### src/rtl/feedback_scorer.sv
// rtl/feedback_scorer.sv - multi-cycle Mastermind scorer: exact then partial matches, sticky win/game_over
// One slot per cycle in EXACT, one (guess, secret) slot pair per cycle in PARTIAL.
module feedback_scorer (
  input  logic       clk,
  input  logic       reset,
  input  logic       start,
  input  logic       last_turn,
  input  logic [2:0] secret3,
  input  logic [2:0] secret2,
  input  logic [2:0] secret1,
  input  logic [2:0] secret0,
  input  logic [2:0] guess3,
  input  logic [2:0] guess2,
  input  logic [2:0] guess1,
  input  logic [2:0] guess0,
  output logic [2:0] exact,
  output logic [2:0] partial,
  output logic       busy,
  output logic       done,
  output logic       win,
  output logic       game_over
);

  typedef enum logic [1:0] {
    S_IDLE,
    S_EXACT,
    S_PARTIAL,
    S_DONE
  } state_t;

  state_t          state_q, state_d;
  logic [3:0][2:0] g_q, g_d;
  logic [3:0][2:0] s_q, s_d;
  logic [3:0]      used_g_q, used_g_d;
  logic [3:0]      used_s_q, used_s_d;
  logic [3:0]      idx_q, idx_d;
  logic [2:0]      ex_cnt_q, ex_cnt_d;
  logic [2:0]      pa_cnt_q, pa_cnt_d;
  logic            last_q, last_d;
  logic [2:0]      exact_q, exact_d;
  logic [2:0]      partial_q, partial_d;
  logic            done_q, done_d;
  logic            win_q, win_d;
  logic            game_over_q, game_over_d;

  // idx is the slot k in EXACT; in PARTIAL its upper half is guess slot i, lower half secret slot j.
  logic [1:0] i_sel;
  logic [1:0] j_sel;
  assign i_sel = idx_q[3:2];
  assign j_sel = idx_q[1:0];

  always_comb begin
    state_d     = state_q;
    g_d         = g_q;
    s_d         = s_q;
    used_g_d    = used_g_q;
    used_s_d    = used_s_q;
    idx_d       = idx_q;
    ex_cnt_d    = ex_cnt_q;
    pa_cnt_d    = pa_cnt_q;
    last_d      = last_q;
    exact_d     = exact_q;
    partial_d   = partial_q;
    done_d      = 1'b0;
    win_d       = win_q;
    game_over_d = game_over_q;

    case (state_q)
      S_IDLE: begin
        if (start && !game_over_q) begin
          g_d      = {guess3, guess2, guess1, guess0};
          s_d      = {secret3, secret2, secret1, secret0};
          used_g_d = 4'b0000;
          used_s_d = 4'b0000;
          ex_cnt_d = 3'd0;
          pa_cnt_d = 3'd0;
          last_d   = last_turn;
          idx_d    = 4'd0;
          state_d  = S_EXACT;
        end
      end
      S_EXACT: begin
        if (g_q[j_sel] == s_q[j_sel]) begin
          ex_cnt_d        = ex_cnt_q + 3'd1;
          used_g_d[j_sel] = 1'b1;
          used_s_d[j_sel] = 1'b1;
        end
        idx_d = idx_q + 4'd1;
        if (j_sel == 2'd3) begin
          idx_d   = 4'd0;
          state_d = S_PARTIAL;
        end
      end
      S_PARTIAL: begin
        // Greedy first-fit over unused slots yields the maximal duplicate-aware pairing.
        if (!used_g_q[i_sel] && !used_s_q[j_sel] && (g_q[i_sel] == s_q[j_sel])) begin
          pa_cnt_d        = pa_cnt_q + 3'd1;
          used_g_d[i_sel] = 1'b1;
          used_s_d[j_sel] = 1'b1;
        end
        idx_d = idx_q + 4'd1;
        if (idx_q == 4'hf) begin
          state_d = S_DONE;
        end
      end
      S_DONE: begin
        exact_d   = ex_cnt_q;
        partial_d = pa_cnt_q;
        done_d    = 1'b1;
        if (ex_cnt_q == 3'd4) begin
          win_d = 1'b1;
        end
        if ((ex_cnt_q == 3'd4) || last_q) begin
          game_over_d = 1'b1;
        end
        state_d = S_IDLE;
      end
      default: state_d = S_IDLE;
    endcase
  end

  always_ff @(posedge clk) begin
    if (reset) begin
      state_q     <= S_IDLE;
      g_q         <= '0;
      s_q         <= '0;
      used_g_q    <= 4'b0000;
      used_s_q    <= 4'b0000;
      idx_q       <= 4'd0;
      ex_cnt_q    <= 3'd0;
      pa_cnt_q    <= 3'd0;
      last_q      <= 1'b0;
      exact_q     <= 3'd0;
      partial_q   <= 3'd0;
      done_q      <= 1'b0;
      win_q       <= 1'b0;
      game_over_q <= 1'b0;
    end else begin
      state_q     <= state_d;
      g_q         <= g_d;
      s_q         <= s_d;
      used_g_q    <= used_g_d;
      used_s_q    <= used_s_d;
      idx_q       <= idx_d;
      ex_cnt_q    <= ex_cnt_d;
      pa_cnt_q    <= pa_cnt_d;
      last_q      <= last_d;
      exact_q     <= exact_d;
      partial_q   <= partial_d;
      done_q      <= done_d;
      win_q       <= win_d;
      game_over_q <= game_over_d;
    end
  end

  assign busy      = (state_q == S_EXACT) || (state_q == S_PARTIAL);
  assign exact     = exact_q;
  assign partial   = partial_q;
  assign done      = done_q;
  assign win       = win_q;
  assign game_over = game_over_q;

endmodule

### config.mk
export PLATFORM = sky130hd
export DESIGN_NAME = feedback_scorer
export DESIGN_NICKNAME = d
export VERILOG_FILES = /design/src/rtl/feedback_scorer.sv
export SDC_FILE = /design/constraint.sdc
export NUM_CORES = 1
export LEC_CHECK = 0
export BUFFER_PORTS_ARGS = -buffer_cell sky130_fd_sc_hd__buf_2
export CAP_MARGIN = 20
export CORE_UTILIZATION = 57
export CTS_CLUSTER_DIAMETER = 30
export DETAILED_ROUTE_END_ITERATION = 6
export HOLD_SLACK_MARGIN = 0.12
export PLACE_DENSITY = 0.79
export REMOVE_ABC_BUFFERS = 1
export SYNTH_ARGS = -nofsm -noshare
export SYNTH_HDL_FRONTEND = slang
export SYNTH_SLANG_ARGS = --single-unit
### constraint.sdc
create_clock -name clk -period 2.65 [get_ports clk]
set_input_delay 0.6625 -clock clk [delete_from_list [all_inputs] [get_ports clk]]
set_output_delay 0.6625 -clock clk [all_outputs]
set_load 0.02 [all_outputs]
==> flow_summary.yaml <==
sta:
  rsz0062_at_grt: "no"
  timing.hold.ws_ps: 460
  period_share: 0.933
  fin_ws_ps: 179
  tightest_slew_ps: 602
  fin_worst_skew_ps: 6.50
  hold_viol: 0
  timing.final.crit_period_ps: 2470
  clock.fmax_mhz: 405
  slew_viol_final: 0
  setup_viol: 0
  max_slew_margin: 0.598
  finalSetupTns_ps: 0
synthesis:
  synth_cells: 321
  netlist_area_um2: 2890
  synthTopCellsByArea: "dfxtp_1, nand2_1, mux4_2, ha_1, a21oi_1"
  yosys.area.top_type: "dfxtp_1"
  synth_common_cells: "nand2_1, dfxtp_1, a21oi_1, inv_1, clkbuf_1"
  yosysMostFrequentCell: "nand2_1"
  synth-edff-count: 0
  synth-async-reset-ratio: 0
  ys_warn_count: 0
  postSynthAreaPerCell_um2: 9.00
  synth_flop_cell: "dfxtp_1"
  ys_seq_elements: 54
  synth.top_cell.area_share: 0.374
  ys_seq_area_frac: 0.374
  yosysUniqueCellTypes: 49
clocking:
  clk_latency_ps: 300
  cts_made_buffers: 5
  cts_max_level: 2
  clk_path_buf_depth: 2
  path_clk_slew_ps: 90
  ctsRootBufferMaster: "clkbuf_8"
  cts_hold_buf: 0
  cts_tree: "yes"
  postCtsSetupRepairBufs: 0
  cts.repair.resized: 0
  cts.sink_count: 54
flow_run:
  drv_cap: 0
floorplanning:
  die_h_um: 73.2
  die_area_um2: 5360
  start_util: 0.604
  coreArea_um2: 4790
  rows: 25
  io_pins: 38
  die_width_um: 73.2
grt:
  grt_antenna_before_repair: 0
  grt_pass1_wl_um: 9650
  grt_max_degree: 32
  overflow: 0
  grt_pass1_vias: 2102
  grt_use_total: 0.236
setup_path:
  critPathMaxFanout: 11
  crit_path_start_kind: "register"
  reg2reg_depth: 5
  worstPathRequired_ps: 2820
  r2r-end: "used_g_q[0]"
  crit_path_end_kind: "register"
  worstPathArrival_ps: 2640
  r2r_start: "idx_q[0]"
  r2r_setup_slack_ps: 180
  path_class: "register to register"
status:
  status: "completed"
pwr:
  power_density_nw_per_um2: 869
  leakagePower_nw: 1.25
  worst_ir_drop_vdd_uv: 415
layout:
  antenna_cells: 0
  drive_above_1_share: 0.226
  area_delta_synth_final_pct: 10.9
  num-nets-final: 390
placed_design:
  dp_hpwl_um: 4270
  port_buffers: 37
  place_congestion: 0.862
  preCtsSetupSlack_ps: 118
hold_path:
  whs_path_depth: 2
  min_path_type: "register to register"
  min_to: "last_q"
  hold_path_startpoint: "last_q"
routing:
  drc: 0
  vias: 2298
  drtAntennaViolNets: 0
  drt_iter0_drc: 185
  routed_wirelength_um: 5760
  wire_per_inst_um: 13.8
  viasPerCell: 5.52
  drtPass1Iterations: 5
[cells in the final DEF (no fill, tap or decap), drive strengths merged, types with 4 or more instances in the layout]
cell     netlist  final
a211oi        10     10
a21oi         33     33
buf            4     43
clkbuf        19      6
dfxtp         54     54
ha            14     14
inv           21     21
mux2i          8      8
mux4          11     11
nand2         59     59
nand3          4      4
nor2          16     16
o2111ai        8      8
o21ai         13     13
xnor2          4      4
xor2           6      6
[state kept, by name (all words and copies together) (netlist names)]
signal	count
done	1
ex_cnt_q	3
exact	3
g_q	12
game_over	1
idx_q	4
last_q	1
pa_cnt_q	3
partial	3
s_q	12
state_q	2
used_g_q	4
used_s_q	4
win	1
[layer usage]
layer	vias to the layer above	global-route usage	wire (µm)
met4	0	0.0784	100
met2	60	0.405	2710
li1	1174	-	-
met3	11	0.0483	245
met1	1053	0.295	2710
met5	-	0	0
[cell families after synthesis]
kind of cell    count (synthesis)  share of synthesized area
fa+ha+maj                      14                     0.0606
buf+inv                        44                     0.0654
xor+xnor                       10                     0.0303
simple gates                  100                      0.154
flops                          54                      0.374
mux                            20                      0.120
compound gates                 79                      0.196
[cell type report]
| type | count | area (µm²) |
|---|---|---|
| clock inverter | 2 | 37.5 |
| multi-input combinational | 223 | 1620 |
| clock buffer | 6 | 72.6 |
| fill | 405 | 1580 |
| inverter | 21 | 78.8 |
| timing repair buffer | 43 | 230 |
| tap | 67 | 83.8 |
| sequential | 54 | 1080 |
[metrics by stage]
stage               cells  utilization  total power, mW  cell area (µm²)
global route          416        0.670             2.97             3210
CTS                   416        0.670             2.79             3200
finish                416        0.670             2.78             3210
global placement      408        0.647             2.22             3090
detailed placement    408        0.647             2.26             3090
floorplan             298            -             1.95             2780
[critical path, cell delays in order, from the launching register on]
cell      delay, ps
dfxtp_1         570
mux4_2          590
xnor2_1         210
and4_1          450
o2111a_2        440
a211oi_2         80
[how the worst max path moves through the flow]
stage / slack [ps] / cells past startpoint / startpoint / end
after global routing: 10 / 5 / idx_q[0] / used_g_q[1]
after detailed placement: 120 / 5 / idx_q[2] / used_g_q[0]
final: 180 / 5 / idx_q[0] / used_g_q[0]
after global placement: 200 / 5 / idx_q[2] / used_g_q[1]
after CTS: 130 / 5 / idx_q[2] / used_g_q[3]
after floorplan: 350 / 5 / idx_q[0] / used_g_q[0]
[where the power goes]
part | switching [mW] | leakage [nW] | internal [mW] | total (mW)
clock | 0.254 | 0.0514 | 0.282 | 0.536
combinational | 0.772 | 0.755 | 0.452 | 1.22
sequential | 0.102 | 0.440 | 0.923 | 1.03
total | 1.13 | 1.25 | 1.66 | 2.78
(Power assumes the default switching activity.)
